File: src/rtl/viterbi_pkg.sv
// Shared definitions for the convolutional encoder and the Viterbi decoder core:
// default code parameters, the encoder FSM state type and the parity helper.
package viterbi_pkg;

  localparam int         CONV_K      = 3;
  localparam int         CONV_M      = CONV_K - 1;
  localparam int         CONV_K_MAX  = 7;
  localparam logic [7:0] CONV_G0_OCT = 8'o07;
  localparam logic [7:0] CONV_G1_OCT = 8'o05;

  typedef enum logic [1:0] {
    IDLE = 2'd0,
    DATA = 2'd1,
    TAIL = 2'd2
  } enc_state_t;

  // Parity of the taps selected by generator g; also used for decoder branch metrics.
  function automatic logic conv_parity(input logic [7:0] sr, input logic [7:0] g);
    return ^(sr & g);
  endfunction

endpackage

File: src/rtl/conv_branch_sym.sv
// Combinational branch symbol: maps (state, input bit) to the 2-bit code symbol.
// Shared by the encoder datapath and the decoder's expected-symbol generation.
module conv_branch_sym
  import viterbi_pkg::*;
#(
  parameter int         K      = CONV_K,
  parameter logic [7:0] G0_OCT = CONV_G0_OCT,
  parameter logic [7:0] G1_OCT = CONV_G1_OCT
) (
  input  logic [K-2:0] i_sr_state,
  input  logic         i_b,
  output logic [1:0]   o_sym
);

  localparam logic [7:0] G_MASK = 8'((9'd1 << K) - 9'd1);
  localparam logic [7:0] G0_USE = G0_OCT & G_MASK;
  localparam logic [7:0] G1_USE = G1_OCT & G_MASK;

  logic [7:0] w_sr;

  // Newest bit sits in the LSB of the working register.
  assign w_sr  = 8'({i_sr_state, i_b});
  assign o_sym = {conv_parity(w_sr, G0_USE), conv_parity(w_sr, G1_USE)};

endmodule

File: src/rtl/conv_encoder.sv
// Rate-1/2 framed convolutional encoder with zero-tail termination and a single
// registered output stage. Define CONV_ENC_PUNCT_EN for rate-2/3 puncturing (adds tx_sym_mask).
module conv_encoder
  import viterbi_pkg::*;
#(
  parameter int         K      = CONV_K,
  parameter logic [7:0] G0_OCT = CONV_G0_OCT,
  parameter logic [7:0] G1_OCT = CONV_G1_OCT
) (
  input  logic       clk,
  input  logic       rst,
  input  logic       in_bit_valid,
  output logic       in_bit_ready,
  input  logic       in_bit,
  input  logic       in_last,
  output logic       tx_sym_valid,
  input  logic       tx_sym_ready,
  output logic [1:0] tx_sym,
`ifdef CONV_ENC_PUNCT_EN
  output logic [1:0] tx_sym_mask,
`endif
  output logic       busy
);

  localparam int M = K - 1;

  if (K < 3 || K > CONV_K_MAX) begin : g_bad_k
    $error("conv_encoder: K must be in 3..7");
  end
  if (!G0_OCT[K-1] || !G1_OCT[K-1]) begin : g_bad_gen
    $error("conv_encoder: generators must have bit K-1 set");
  end

  enc_state_t   r_fsm, w_fsm_nxt;
  logic [M-1:0] r_sr_state;
  logic [2:0]   r_tail_cnt, w_tail_cnt_nxt;
  logic         r_valid;
  logic [1:0]   r_sym;

  logic         w_adv, w_ready, w_acc, w_load, w_b;
  logic [K-1:0] w_sr;
  logic [1:0]   w_sym, w_sym_out;

  assign w_adv   = !r_valid || tx_sym_ready;
  assign w_ready = w_adv && (r_fsm != TAIL) && !rst;
  assign w_acc   = in_bit_valid && w_ready;
  assign w_load  = w_acc || ((r_fsm == TAIL) && w_adv);
  assign w_b     = (r_fsm == TAIL) ? 1'b0 : in_bit;
  assign w_sr    = {r_sr_state, w_b};

  conv_branch_sym #(
    .K      (K),
    .G0_OCT (G0_OCT),
    .G1_OCT (G1_OCT)
  ) u_branch_sym (
    .i_sr_state (r_sr_state),
    .i_b        (w_b),
    .o_sym      (w_sym)
  );

  always_comb begin
    // NOTE: defaults first so every path assigns both outputs and no latch is inferred.
    w_fsm_nxt      = r_fsm;
    w_tail_cnt_nxt = r_tail_cnt;
    case (r_fsm)
      IDLE, DATA: begin
        if (w_acc) begin
          if (in_last) begin
            w_fsm_nxt      = TAIL;
            w_tail_cnt_nxt = 3'(M);
          end else begin
            w_fsm_nxt = DATA;
          end
        end
      end
      TAIL: begin
        if (w_adv) begin
          w_tail_cnt_nxt = r_tail_cnt - 3'd1;
          if (r_tail_cnt == 3'd1) w_fsm_nxt = IDLE;
        end
      end
      default: w_fsm_nxt = IDLE;
    endcase
  end

`ifdef CONV_ENC_PUNCT_EN
  logic       r_phase;
  logic [1:0] r_mask;
  logic       w_phase;
  logic [1:0] w_mask;

  // A frame always starts on phase 0, whatever the previous frame ended on.
  assign w_phase     = (r_fsm == IDLE) ? 1'b0 : r_phase;
  assign w_mask      = w_phase ? 2'b10 : 2'b11;
  assign w_sym_out   = w_sym & w_mask;
  assign tx_sym_mask = r_mask;

  always_ff @(posedge clk) begin
    if (rst) begin
      r_phase <= 1'b0;
      r_mask  <= 2'b00;
    end else if (w_load) begin
      r_phase <= !w_phase;
      r_mask  <= w_mask;
    end
  end
`else
  assign w_sym_out = w_sym;
`endif

  // NOTE: sequential state uses non-blocking assignments so all registers see pre-edge values.
  always_ff @(posedge clk) begin
    if (rst) begin
      r_fsm      <= IDLE;
      r_sr_state <= '0;
      r_tail_cnt <= '0;
      r_valid    <= 1'b0;
      r_sym      <= 2'b00;
    end else begin
      r_fsm      <= w_fsm_nxt;
      r_tail_cnt <= w_tail_cnt_nxt;
      if (w_adv) r_valid <= w_load;
      if (w_load) begin
        r_sym      <= w_sym_out;
        r_sr_state <= w_sr[M-1:0];
      end
    end
  end

  assign in_bit_ready = w_ready;
  assign tx_sym_valid = r_valid;
  assign tx_sym       = r_sym;
  assign busy         = (r_fsm != IDLE);

endmodule
File: config.mk
export PLATFORM = sky130hd
export DESIGN_NAME = conv_encoder
export DESIGN_NICKNAME = d
export VERILOG_FILES = /design/src/rtl/viterbi_pkg.sv /design/src/rtl/conv_branch_sym.sv /design/src/rtl/conv_encoder.sv
export SDC_FILE = /design/constraint.sdc
export NUM_CORES = 1
export LEC_CHECK = 0
export BUFFER_PORTS_ARGS = -buffer_cell sky130_fd_sc_hd__clkbuf_2
export CELL_PAD_IN_SITES_DETAIL_PLACEMENT = 1
export CELL_PAD_IN_SITES_GLOBAL_PLACEMENT = 1
export CORE_MARGIN = 8
export CORE_UTILIZATION = 36
export DETAILED_ROUTE_END_ITERATION = 12
export PLACE_DENSITY = 0.69
export SKIP_LAST_GASP = 1
export SYNTH_ARGS = -nofsm -noshare
export SYNTH_HDL_FRONTEND = slang
export SYNTH_SLANG_ARGS = --single-unit
File: constraint.sdc
create_clock -name clk -period 1.6 [get_ports clk]
set_input_delay 0.16 -clock clk [delete_from_list [all_inputs] [get_ports clk]]
set_output_delay 0.16 -clock clk [all_outputs]
set_load 0.05 [all_outputs]
# Yosys cells after proc, flatten, opt, wreduce, memory -nomap -nowiden

Cells that the tools add are included.

Register bits after elaboration: 10
Latch bits: 0
Memory bits (writable): 0
Memory bits (read-only): 0
Output and inout bits: 5
Logic and storage cells: 40
Memories: 0

Add/subtract/negate cells: 1
$mul: 0
Div/mod/pow operators: 0
$lt $le $gt $ge: 0
Equality and inequality tests: 8
Shifts and indexed selects: 0
Mux-type cells: 10
Bitwise gates (word level): 0
Reductions and logical operators: 16

Operators by type and width:

| operator                                                               | count |
|---|---|
| 8-bit parity                                                           | 2 |
| 3-bit 2-to-1 mux                                                       | 3 |
| 2-bit 2-to-1 mux                                                       | 4 |
| 2-bit != test (second input constant)                                  | 4 |
| 3-bit case mux with 2 select lines                                     | 1 |
| 1-bit logical AND                                                      | 4 |
| 2-bit case mux with 2 select lines                                     | 1 |
| 4-bit AND reduction                                                    | 1 |
| 2-bit nonzero test                                                     | 2 |
| 3-bit by 1-bit equality test with 1-bit output (second input constant) | 1 |
| 3-bit AND reduction                                                    | 1 |
| 3-bit by 1-bit subtractor with 3-bit output (second input constant)    | 1 |
| 2-bit by 1-bit equality test with 1-bit output (second input constant) | 1 |
| 2-bit equality test (second input constant)                            | 1 |
| 1-bit zero test                                                        | 2 |
| 2-bit zero test                                                        | 1 |
| 1-bit logical OR                                                       | 2 |
| 2-bit by 1-bit != test with 1-bit output (second input constant)       | 1 |
| 2-bit OR reduction                                                     | 1 |
| 1-bit 2-to-1 mux                                                       | 1 |

# Logic depth before layout (Yosys ltp)

Depth after elaboration: 7
Gate-level depth with buffers: 5
Depth with buffers taken out: 5

# By module

A second synthesis with hierarchy kept.

Cells, all modules: 59
Area total of the unflattened synthesis: 569.3 um^2

Modules (own cells, without submodules):

| module          | instances | cells an instance | area each (um^2) | seq. area each (um^2) |
|---|---|---|---|---|
| conv_encoder    | 1         | 57                | 536.8            | 200.2 |
| conv_branch_sym | 1         | 2                 | 32.5             | 0.0 |

# Least setup slack after synthesis

OpenSTA, ideal clock, no wires.

Kind: reg-to-output
Start point: reg r_valid (netlist: tx_sym_valid)
End point: out in_bit_ready
Arrival time: 1482 ps
Required time: 1440 ps
Setup slack: -42 ps
Cell stages (with the launch flop): 5
Cells stage by stage: dfxtp_1 -> nand2b_1 -> buf_2 -> nand2_1 -> nor2_1

Cells in the longest elaborated chain, start to end: 4

Ends and longest elaborated chain:

| what                           | line                | text |
|---|---|---|
| from (decl)                    | conv_encoder.sv:37  | `logic r_valid;` |
| from (signal assigned)         | conv_encoder.sv:122 | `if (w_adv) r_valid <= w_load;` |
| 1-bit zero test                | conv_encoder.sv:44  | `assign w_adv = !r_valid \|\| tx_sym_ready;` |
| 1-bit logical OR               | conv_encoder.sv:44  |  |
| 1-bit logical AND (2 in a row) | conv_encoder.sv:45  | `assign w_ready = w_adv && (r_fsm != TAIL) && !rst;` |
| to (decl)                      | conv_encoder.sv:13  | `output logic in_bit_ready,` |

No other way between the ends.

# Worst setup path in the final report

Start point: reg r_fsm[0]
End point: out in_bit_ready

Cells in the longest elaborated chain, start to end: 3

Ends and longest elaborated chain:

| what                           | line                | text |
|---|---|---|
| from (decl)                    | conv_encoder.sv:34  | `enc_state_t r_fsm, w_fsm_nxt;` |
| from (signal assigned)         | conv_encoder.sv:120 | `r_fsm <= w_fsm_nxt;` |
| 2-bit != test                  | conv_encoder.sv:45  |  |
| 1-bit logical AND (2 in a row) | conv_encoder.sv:45  |  |

No other way between the ends.

==> impl.org <==
** Run status
- The flow ran to the end, and the final reports show no timing, DRC or antenna violations.

** Routing
- For this run, design rule violations remaining after detail routing come to 0.
- Via Count :: 481
- The detail route stage leaves a number of antenna-violating nets equal to 0.
- The first routing iteration left 2 violations.
- After detailed routing, the total wire length is 1210 um.
- Avg WL per Cell :: 13.2 um
- For this run, the detailed router's first-pass iteration total came to 2.
- Using the TritonRoute via totals, the vias-per-cell ratio works out to 5.23.

** Pwr
- Sw power :: 210 uW
- Relative contribution of sequential cells to total power :: 42.0%
- The share of total power dissipated in the clock network is 34.4%.
- The internal portion of the total power is 461 uW.
- Peak VDD IR :: 0.560 mV
- Of the total power, combinational logic draws 23.6%.
- Net switching is 31.3% of the power.
- Dividing total power by cell area gives a power density of 1080 nW/um2.
- For this design the static power due to leakage is 0.275 nW.

** Critical path
- Critical path endpoint category :: output pin
- In this design, the stage delay of the slowest critical-path cell is 0.35 ns.
- Cell Chain, Critical Path :: nand2b_2 -> nand2_1 -> nor2_2 -> buf_2
- STA classifies the critical path startpoint as a register.
- Worst Path Max Fanout :: 7
- Data on the critical path is required at its endpoint by 1.44 ns.
- Number of buffer and inverter stages on the critical path :: 1
- Grouping stages by cell kind, the critical path spends the most delay in simple AND/OR/NAND/NOR gates.
- The largest individual stage delay along the critical path comes from the cell dfxtp_1.
- The worst setup path is of the reg -> out kind.
- Signal arrival time at the worst endpoint :: 1.27 ns

** Placement
- Detailed placement finished with a half-perimeter wire length of 932 um.
- Once placement completed, the tool counted placed cells totaling 88.
- During placement, the flow inserted port buffers numbering 10.
- At the end of routability-driven placement, the weighted congestion stood at 0.709.

** Synth
- The mapped netlist covers 510 um2.
- Synthesis handed over a netlist of 64 instances.
- For this run, the number of Yosys warnings is 0.
- In this run, synthesis produced a sequential element count of 10.
- Unique cell type count in the Yosys netlist :: 25
- Of the synthesized area, sequential elements account for 39.2%.
- Mean cell area of the mapped netlist :: 7.98 um2
- Synthesis produced a netlist with a net count of 72.

** STA
- For the final routed database, the setup TNS stands at 0 ns.
- Setup violations remaining at the end of the flow were counted as 0.
- Between clock sinks in the finished design, the worst skew comes to 0.000723 ns.
- The final count of hold timing violations was 0.
- RSZ-0062 raised after global routing :: false
- Final critical delay including setup and external delays :: 1.43 ns
- In this run the tightest slew margin relative to its limit is 79.8%.
- Period utilisation layout :: 89.1%
- Slew @ Worst Pin :: 0.303 ns
- Max Clk Rate :: 701 MHz
- The number of slew-limit violations in the final report is 0.

** Die
- Site Rows :: 13
- Full die area :: 2880 um2
- I/O pin total :: 11
- In this run the standard cell core region covers 1320 um2.
- Starting Density :: 38.7%
- The floorplan step set the die width to 53.7 um.
- Die extent in y :: 53.7 um

** Clocking
- Number of CTS-inserted buffers :: 3
- CTS built an H-tree with a depth of 1.
- In this run the post-CTS setup repair buffer count came out at 0.
- Gates resized during post-CTS repair numbered 0.
- Counting along the longest clock path gives a buffer depth of 2.
- At the later pin of the worst-skew pair, clock insertion delay measures 0.26 ns.
- Root buffer cell :: clkbuf_4
- After clock tree synthesis, the clock-pin slew on the worst setup and hold paths is 0.07 ns.
- Buffers inserted to repair hold after CTS numbered 0.
- TritonCTS built the clock tree.
- Counting every sink on the clock net gives 10.

** Layout
- # diodes :: 0
- Leaving out filler cells and counting taps, the final layout contains 92.
- Commonest non-fill, non-tap cell in the layout :: dfxtp_1
- Layout Nets :: 86
- Relative to the synthesized area, the layout overhead comes to 21.8%.
- Most frequent cells in the layout :: dfxtp_1 (10), clkbuf_2 (9), a21oi_1 (7)
- Fraction of layout cells with a size suffix above 1 :: 27.3%

** GRT
- Routing usage on met2 :: 14.5%
- Routing layer with the top usage in global route :: met2
- Met3 layer usage reported by global route :: 3.31%
- Entering global routing, the biggest net connects 10 pins.
- Wire length of the first global-routing pass :: 2020 um
- Vias in the first global route :: 483
- Global route overflow :: 0
- Global-route usage over all layers :: 9.67%
- Global routing met1 resource utilization :: 11.0%
- The number of antenna violations at the first check in global routing came to 0.

** Hold path
- Hold/Removal Path Class :: in -> reg

** Job
- Number of max-cap violations :: 0
[layer usage]
metal  wire length [um]  vias to the layer above  share of wire, %
met5                  0                        -                 0
met4                 23                        0               1.9
met3                 72                        4               5.9
met2                531                       10                44
met1                583                      221                48
li1                   -                      246                 -
[per-stage QoR]
stage                     instance area (um2)  worst slack [ns]  hold slack, ns  power (mW)  utilization, %
after detailed placement                  581             0.334           0.420       0.445            44.1
after floorplan                           513             0.177           0.281       0.404               -
final                                     622             0.174           0.156       0.671            47.2
after global placement                    581             0.375           0.415       0.441            44.1
after global routing                      622            0.0804           0.156       0.711            47.2
after CTS                                 617            0.0312           0.141       0.681            46.8
[layout make-up]
type / count / area, um2
well taps: 15 / 18.8
fillers: 174 / 696
clock buffers: 4 / 36.3
repair buffers: 11 / 57.6
multi-input cells: 49 / 298
flip-flops and latches: 10 / 200
inverters: 3 / 11.3
[final timing paths]
kind,from,endpoint,depth (start not counted),slack [ns]
min,rst,r_fsm[1],2,0.16
max reg2reg,r_fsm[1],r_tail_cnt[2],4,0.32
min reg2reg,tx_sym[1],tx_sym[1],2,0.47
max,r_fsm[0],in_bit_ready,4,0.17
[power by group through the flow]
| stage | Sequential (mW) | Clock (mW) | Combinational [mW] |
|---|---|---|---|
| final | 0.282 | 0.231 | 0.158 |
| after floorplan | 0.307 | 0 | 0.0969 |
| after global routing | 0.285 | 0.253 | 0.173 |
| after CTS | 0.281 | 0.240 | 0.159 |
| after global placement | 0.286 | 0 | 0.155 |
| after detailed placement | 0.287 | 0 | 0.158 |
[cells in the mapped netlist]
master | instances | area [um2]
a31oi_1 | 2 | 12.5
and3_1 | 2 | 12.5
nand2b_1 | 5 | 31.3
dfxtp_1 | 10 | 200
xor2_1 | 1 | 8.76
a211oi_1 | 1 | 7.51
nor2b_1 | 2 | 12.5
and2b_2 | 1 | 8.76
or3_1 | 1 | 6.26
clkbuf_1 | 1 | 3.75
nor2_1 | 6 | 22.5
xnor2_1 | 1 | 8.76
mux2i_1 | 1 | 10.0
nor4_1 | 1 | 6.26
nand2_1 | 5 | 18.8
o21ai_0 | 5 | 25.0
nand4_1 | 1 | 6.26
or2_2 | 1 | 6.26
inv_1 | 3 | 11.3
ha_1 | 2 | 25.0
a21oi_1 | 7 | 35.0
o21a_1 | 1 | 7.51
buf_2 | 1 | 5.00
a21oi_2 | 1 | 8.76
nand3_1 | 2 | 10.0
[registers in the layout, summed over array words and instances (netlist names)]
| signal | cells |
|---|---|
| r_tail_cnt | 3 |
| r_fsm | 2 |
| r_sr_state | 2 |
| tx_sym | 2 |
| tx_sym_valid | 1 |
[worst reg2reg max path: stages, from the launching register on]
cell and delay, ns:
dfxtp_1 0.40, and2b_2 0.22, a31oi_1 0.08, or3_1 0.37
a21oi_1 0.15
[cell families (layout without fill, tap and decap cells)]
logic type	count (synthesis)	count (layout)	synth area share, %
adders and majority gates	2	2	4.90
muxes	1	1	1.96
and+or+nand+nor	27	27	27.7
AOI/OAI and AO/OA	17	17	18.9
DFF	10	10	39.2
xor gates and xnor gates	2	2	3.43
buffers and inverters	5	18	3.92
(Power assumes the default switching activity.)
